--- config.mk ---
export PLATFORM = sky130hd
export DESIGN_NAME = mem_port_arbiter
export DESIGN_NICKNAME = d
export VERILOG_FILES = /design/src/rtl/mem_arb_pkg.sv /design/src/rtl/mem_arb_sel.sv /design/src/rtl/mem_port_arbiter.sv
export SDC_FILE = /design/constraint.sdc
export NUM_CORES = 1
export LEC_CHECK = 0
export CAP_MARGIN = 25
export CORE_AREA = 4 4 106 108
export CTS_CLUSTER_SIZE = 24
export DETAILED_ROUTE_END_ITERATION = 6
export DIE_AREA = 0 0 110 112
export DONT_BUFFER_PORTS = 1
export PLACE_DENSITY_LB_ADDON = 0.2
export SLEW_MARGIN = 30
export SYNTH_ARGS = -nofsm -noshare
export SYNTH_HDL_FRONTEND = slang
export SYNTH_HIERARCHICAL = 1
export SYNTH_SLANG_ARGS = --single-unit
--- constraint.sdc ---
create_clock -name clk -period 2.55 [get_ports clk]
set_input_delay 0.51 -clock clk [delete_from_list [all_inputs] [get_ports clk]]
set_output_delay 0.51 -clock clk [all_outputs]
set_load 0.1 [all_outputs]
--- src/rtl/mem_arb_pkg.sv ---
// Shared types and constants for the unified-memory port arbiter.
// Holds the FSM state enum, the transaction-owner enum and the fixed constants.
// No logic lives here; the package is imported by the arbiter and its selector.
package mem_arb_pkg;

  typedef enum logic {
    IDLE = 1'b0,
    BUSY = 1'b1
  } state_t;

  typedef enum logic {
    OWN_IF = 1'b0,
    OWN_D  = 1'b1
  } owner_t;

  // Largest supported memory read latency; sizes the latency counter.
  localparam int MEM_LAT_MAX = 4;

  // Fetches always read a full word.
  localparam logic [3:0] BE_WORD = 4'hF;

endpackage

--- src/rtl/mem_arb_sel.sv ---
// Winner select between fetch and data requests for the shared memory port.
// Latency: purely combinational, no state.
// Backpressure: none here; the caller only honours the winner in an issue-eligible cycle.
module mem_arb_sel #(
  parameter int MAX_D_STREAK = 4
) (
  input  logic       if_req,
  input  logic       d_req,
  input  logic [3:0] d_streak,
  output logic       win_if,
  output logic       win_d
);

  logic fetch_first;

  // Data normally wins (older instruction); fetch wins alone, or once data
  // has taken MAX_D_STREAK grants in a row while fetch was waiting.
  always_comb begin
    fetch_first = if_req & (~d_req | (d_streak == 4'(MAX_D_STREAK)));
    win_if      = fetch_first;
    win_d       = d_req & ~fetch_first;
  end

endmodule

--- src/rtl/mem_port_arbiter.sv ---
// Arbitrates fetch and load/store onto one single-port memory, one access in flight.
// Latency: grant and memory strobe same cycle as request; rvalid MEM_LAT cycles after grant.
// Backpressure: requests are held (level) until granted; fetch waiting raises stall_o.
module mem_port_arbiter
  import mem_arb_pkg::*;
#(
  parameter int ADDR_W       = 32,
  parameter int DATA_W       = 32,
  parameter int MEM_LAT      = 1,
  parameter int MAX_D_STREAK = 4
) (
  input  logic              clk,
  input  logic              rst,
  input  logic              if_req,
  input  logic [ADDR_W-1:0] if_addr,
  output logic              if_gnt,
  output logic              if_rvalid,
  output logic [DATA_W-1:0] if_rdata,
  input  logic              d_req,
  input  logic              d_we,
  input  logic [ADDR_W-1:0] d_addr,
  input  logic [DATA_W-1:0] d_wdata,
  input  logic [3:0]        d_be,
  output logic              d_gnt,
  output logic              d_rvalid,
  output logic [DATA_W-1:0] d_rdata,
  output logic              mem_en,
  output logic              mem_we,
  output logic [ADDR_W-1:0] mem_addr,
  output logic [DATA_W-1:0] mem_wdata,
  output logic [3:0]        mem_be,
  input  logic [DATA_W-1:0] mem_rdata,
  output logic              stall_o
);

  localparam int LAT_W = $clog2(MEM_LAT_MAX + 1);

  state_t           state;
  owner_t           owner;
  logic             own_we;    // outstanding data access is a store
  logic [LAT_W-1:0] lat_cnt;
  logic [3:0]       d_streak;

  logic complete;
  logic issue_ok;
  logic win_if;
  logic win_d;

  // Completion cycle doubles as an issue slot, giving back-to-back access.
  // Reset masks the grant so nothing is strobed while rst is held.
  assign complete = (state == BUSY) && (lat_cnt == LAT_W'(MEM_LAT));
  assign issue_ok = ~rst & ((state == IDLE) | complete);

  mem_arb_sel #(
    .MAX_D_STREAK(MAX_D_STREAK)
  ) u_sel (
    .if_req  (if_req),
    .d_req   (d_req),
    .d_streak(d_streak),
    .win_if  (win_if),
    .win_d   (win_d)
  );

  assign if_gnt  = issue_ok & win_if;
  assign d_gnt   = issue_ok & win_d;
  assign stall_o = if_req & ~if_gnt;

  // Memory command is driven straight from whichever requester was granted.
  always_comb begin
    mem_en    = 1'b0;
    mem_we    = 1'b0;
    mem_addr  = '0;
    mem_wdata = '0;
    mem_be    = 4'h0;
    if (if_gnt) begin
      mem_en   = 1'b1;
      mem_addr = if_addr;
      mem_be   = BE_WORD;
    end else if (d_gnt) begin
      mem_en    = 1'b1;
      mem_we    = d_we;
      mem_addr  = d_addr;
      mem_wdata = d_wdata;
      mem_be    = d_be;
    end
  end

  // Response steering in the completion cycle; stores return zero data.
  always_comb begin
    if_rvalid = complete & (owner == OWN_IF);
    d_rvalid  = complete & (owner == OWN_D);
    if_rdata  = if_rvalid ? mem_rdata : '0;
    d_rdata   = (d_rvalid & ~own_we) ? mem_rdata : '0;
  end

  // Transaction FSM: track owner and latency of the single outstanding access.
  always_ff @(posedge clk or posedge rst) begin
    if (rst) begin
      state   <= IDLE;
      owner   <= OWN_IF;
      own_we  <= 1'b0;
      lat_cnt <= '0;
    end else if (if_gnt | d_gnt) begin
      state   <= BUSY;
      owner   <= d_gnt ? OWN_D : OWN_IF;
      own_we  <= d_gnt & d_we;
      lat_cnt <= LAT_W'(1);
    end else if (state == BUSY) begin
      if (complete) begin
        state   <= IDLE;
        own_we  <= 1'b0;
        lat_cnt <= '0;
      end else begin
        lat_cnt <= lat_cnt + LAT_W'(1);
      end
    end
  end

  // Count data grants taken while fetch waits; bounds fetch starvation.
  always_ff @(posedge clk or posedge rst) begin
    if (rst) begin
      d_streak <= 4'd0;
    end else if (~if_req | if_gnt) begin
      d_streak <= 4'd0;
    end else if (d_gnt && (d_streak != 4'(MAX_D_STREAK))) begin
      d_streak <= d_streak + 4'd1;
    end
  end

endmodule

==> tab_implementation.tex <==
\begin{tabular}{lr}
\hline
Metric & Value \\
\hline
\multicolumn{2}{l}{\textbf{Detailed routing}} \\
\quad Antenna Violating Nets Remaining & 0 \\
\quad Number of DRC markers after the initial detailed-route iteration & just over 80 \\
\quad Router iterations before antenna repair & 4 \\
\quad Via count normalized by instance count & between 4 and 5 \\
\quad Via total after detailed routing & approximately 2,200 \\
\quad Avg WL per Cell & 20.2 um \\
\quad Post-route DRC & 0 \\
\quad Routed WL & 10,100 um \\
\multicolumn{2}{l}{\textbf{Clock tree}} \\
\quad Clk Latency, worst-skew pair & 0.24 ns \\
\quad Clock input transition at the sequential cells of the worst setup and hold paths & 0.05 ns \\
\quad CTS Root Buffer Type & clkbuf\_8 \\
\quad Number of hold buffers added after CTS & 0 \\
\quad Num Clock Sinks & 10 \\
\quad CTS Buf Count & 3 \\
\quad TritonCTS clock tree & done \\
\quad Number of buffers on the longest clock path & 2 \\
\quad H-tree levels & 1 \\
\multicolumn{2}{l}{\textbf{Worst hold path}} \\
\quad Path type of the worst min-delay path & input pin to asynchronous set/reset pin \\
\multicolumn{2}{l}{\textbf{STA}} \\
\quad Hold Vio Cnt, Final & 0 \\
\quad Clock skew & 0.00191 ns \\
\quad Highest clock rate & 365 MHz \\
\quad Total Negative Setup Slacks & -11.36 ns \\
\quad Setup violations, final & 70 \\
\quad Unrepaired setup endpoints after global routing & yes \\
\quad Final worst slack & -0.190 ns \\
\quad Least-Margin Pin Slew & roughly 0.45 ns \\
\quad Final worst path period need & 2.74 ns \\
\quad Slew HR & 70.3\% \\
\quad Max-slew violation count & 0 \\
\quad Tcrit/Tclk final & 107\% \\
\multicolumn{2}{l}{\textbf{Layout}} \\
\quad Most common cell after layout, fill and taps aside & buf\_12 \\
\quad Antenna Cells & 0 \\
\quad Final design area excluding fillers & 0.00506 mm\^{}2 \\
\quad Register area & approximately 250 um\^{}2 \\
\quad Area of the multi-input gates & 0.00165 mm\^{}2 \\
\quad Most used cells in the layout excluding fill and tap cells & buf\_12, and2\_2, and2\_4 \\
\quad Number of non-filler instances in the completed layout & 498 \\
\quad Final-layout fill cell count & 901 \\
\quad Share of final-layout standard cells stronger than drive strength 1 & 83.4\% \\
\quad Layout area overhead & 207\% \\
\quad Layout Nets & 504 \\
\multicolumn{2}{l}{\textbf{Place}} \\
\quad Number of cells after detailed placement & 480 \\
\quad Dpl cell area & 0.00467 mm\^{}2 \\
\quad Post-DP HPWL & 8270 um \\
\quad Weighted congestion at the end of routability-driven global placement & 0.799 \\
\quad Port buffer count & 0 \\
\multicolumn{2}{l}{\textbf{Logic synthesis}} \\
\quad Summed instance area of the synthesized netlist & $\sim$0.0016 mm\^{}2 \\
\quad Most used flip-flop cell after synthesis & dfrtp\_1 \\
\quad Simple-gate share of the synthesized area & between 40\% and 50\% \\
\quad Complex-gate fraction of the synthesized area & roughly 28\% \\
\quad Average footprint of a synthesized cell & roughly 7.5 um\^{}2 \\
\quad Dominant combinational cell family by area after synthesis & simple AND/OR/NAND/NOR gates \\
\quad Proportion of synthesized chip area in sequential cells & 15.2\% \\
\quad Fraction of synthesized area in multiplexers & 0\% \\
\quad Flip-flop and latch count after synthesis & 10 \\
\quad Synthesized-area fraction occupied by xor and xnor cells & less than 1\% \\
\quad Share of async-settable or async-resettable flops after synthesis & 100\% \\
\quad Number of warnings printed during yosys synthesis & 6 \\
\quad Synth unique cells & 36 \\
\quad Share of synthesized cell area in full adder, half adder and majority cells & under 10\% \\
\quad Post-synthesis instance total & approximately 220 \\
\quad Number of synthesized flops with an enable pin & 0 \\
\quad Syn\_nets & 360 \\
\multicolumn{2}{l}{\textbf{Floorplanning}} \\
\quad Effective utilization at floorplan & 16.1\% \\
\quad Core footprint & 0.0102 mm\^{}2 \\
\quad Die footprint & 0.0123 mm\^{}2 \\
\quad Site Rows & 37 \\
\quad Die width & 110 um \\
\quad Number of top-level pins & approximately 280 \\
\quad Y dimension of the die & 112 um \\
\multicolumn{2}{l}{\textbf{GRT}} \\
\quad Antenna violations before repair & 0 \\
\quad Final global-route overflow total & 0 \\
\quad Global Route Usage Sum & between 10\% and 20\% \\
\quad Via count of the first global-routing pass & 2,258 \\
\quad Largest net degree at the start of global routing & 61 \\
\quad Wire length of the first global-routing pass & between 10,000 and 15,000 um \\
\multicolumn{2}{l}{\textbf{Power and ir drop}} \\
\quad P per Cell Area & 1060 mW/mm\^{}2 \\
\quad IR Drop Worst-Case VDD & approximately 460 uV \\
\quad Overall Power & 5.36 mW \\
\quad Comb pwr share & between 90 and 100\% \\
\quad Clk pwr share & 3.8\% \\
\quad Internal power contribution & 2.10 mW \\
\quad Sequential cell fraction of total power & 5.2\% \\
\quad Switching power total & 3.26 mW \\
\quad Leakage power of the design & 2.15 nW \\
\quad Net Sw Frac & 60.8\% \\
\multicolumn{2}{l}{\textbf{Run status}} \\
\quad Run status & finished with violations \\
\quad Failing checks & setup timing \\
\multicolumn{2}{l}{\textbf{Setup path}} \\
\quad Required time of the worst setup path & 2.04 ns \\
\quad Delay of the slowest critical-path stage & 0.56 ns \\
\quad Type of the setup path with the least slack & register to output pin \\
\quad Slowest cell on crit path & or4b\_4 \\
\quad Critical path cell sequence & or4b\_4, a21oi\_4, inv\_1, o2111a\_2, clkbuf\_16, and2\_2, buf\_12 \\
\quad Largest fanout of any net on the critical path & 30 \\
\quad Critical path data arrival time & 2.23 ns \\
\quad Worst setup SP type & register \\
\quad Endpoint kind of the worst setup timing path & output pin \\
\multicolumn{2}{l}{\textbf{Run}} \\
\quad Number of violations of the max-capacitance limit & 0 \\
\hline
\end{tabular}
[Yosys cell counts (3+ instances only)]
cell	instances	share of area, %
buf_2	10	3.0
ha_1	4	3.0
o21ai_0	3	0.91
a21oi_1	4	1.2
nand3_1	3	0.91
and2_1	97	37
clkbuf_1	3	0.68
nor2_1	4	0.91
dfrtp_1	10	15
a22o_1	32	17
nand2_1	3	0.68
o31ai_1	3	1.4
o21a_1	5	2.3
nand2b_1	3	1.1
inv_1	7	1.6
inv_2	3	0.68
[stage by stage]
| stage | setup WS (ns) | utilization (%) | hold slack, ns |
|---|---|---|---|
| after floorplan | -0.248 | - | 0.373 |
| after global placement | 0.0604 | 45.7 | 0.322 |
| after detailed placement | 0.0293 | 45.7 | 0.318 |
| after CTS | -0.195 | 47.1 | 0.0620 |
| after global routing | -0.264 | 49.5 | 0.0816 |
| final | -0.190 | 49.5 | 0.0667 |
[path summary, 6_finish.rpt]
path,from,endpoint,slack [ns],depth (start not counted)
setup / recovery,d_streak[1],mem_wdata[14],-0.19,7
hold / removal,rst,d_streak[1],0.07,1
setup reg to reg,d_streak[1],own_we,0.50,7
hold reg to reg,lat_cnt[2],lat_cnt[2],0.56,1
max in group asynchronous,rst,owner,2.12,2
min in group clk,d_we,own_we,0.41,1
[timing repair]
item | 4_1_cts | 5_1_grt
pin swaps | 1 | 2
endpoints found under the setup margin | 104 | 104
buffers inserted | 4 | 6
gates cloned | 0 | 4
resized for setup | 18 | 47
[power by group through the flow]
stage / clock [mW] / combinational, mW / sequential (mW)
after floorplan: 0 / 3.03 / 0.256
after global placement: 0 / 4.51 / 0.265
after detailed placement: 0 / 4.55 / 0.269
after CTS: 0.208 / 4.61 / 0.271
after global routing: 0.216 / 5.02 / 0.286
final: 0.203 / 4.88 / 0.281
[worst max-delay path: cells and delay by family, from the launching register on]
| kind | cells | cell delay (ns) |
|---|---|---|
| flops | 1 | 0.38 |
| buf+inv | 3 | 0.42 |
| simple gates | 2 | 0.79 |
| compound gates | 2 | 0.39 |
[sequential cells by signal, summed over array words and instances (netlist names)]
signal    cells
d_streak      4
lat_cnt       3
own_we        1
owner         1
state         1
[layout make-up]
cell class | instances | share of cell area, %
flip-flops and latches | 10 | 4.94
multi-input cells | 182 | 32.5
inverters | 10 | 0.841
well taps | 136 | 3.36
repair buffers | 156 | 57.3
clock buffers | 4 | 1.09
[kinds of logic after synthesis]
logic type      Yosys count
compound gates           56
xor+xnor                  1
fa+ha+maj                 4
buf+inv                  27
flops                    10
simple gates            121
[routing by layer]
layer / vias up / GRT usage [%] / wire length (um)
met3: 14 / 4.06 / 938
li1: 1035 / - / -
met2: 122 / 26.1 / 5420
met4: 0 / 2.41 / 121
met1: 1065 / 15.6 / 3570
met5: - / 0 / 0
No activity file was read; power rests on OpenSTA's default activity.
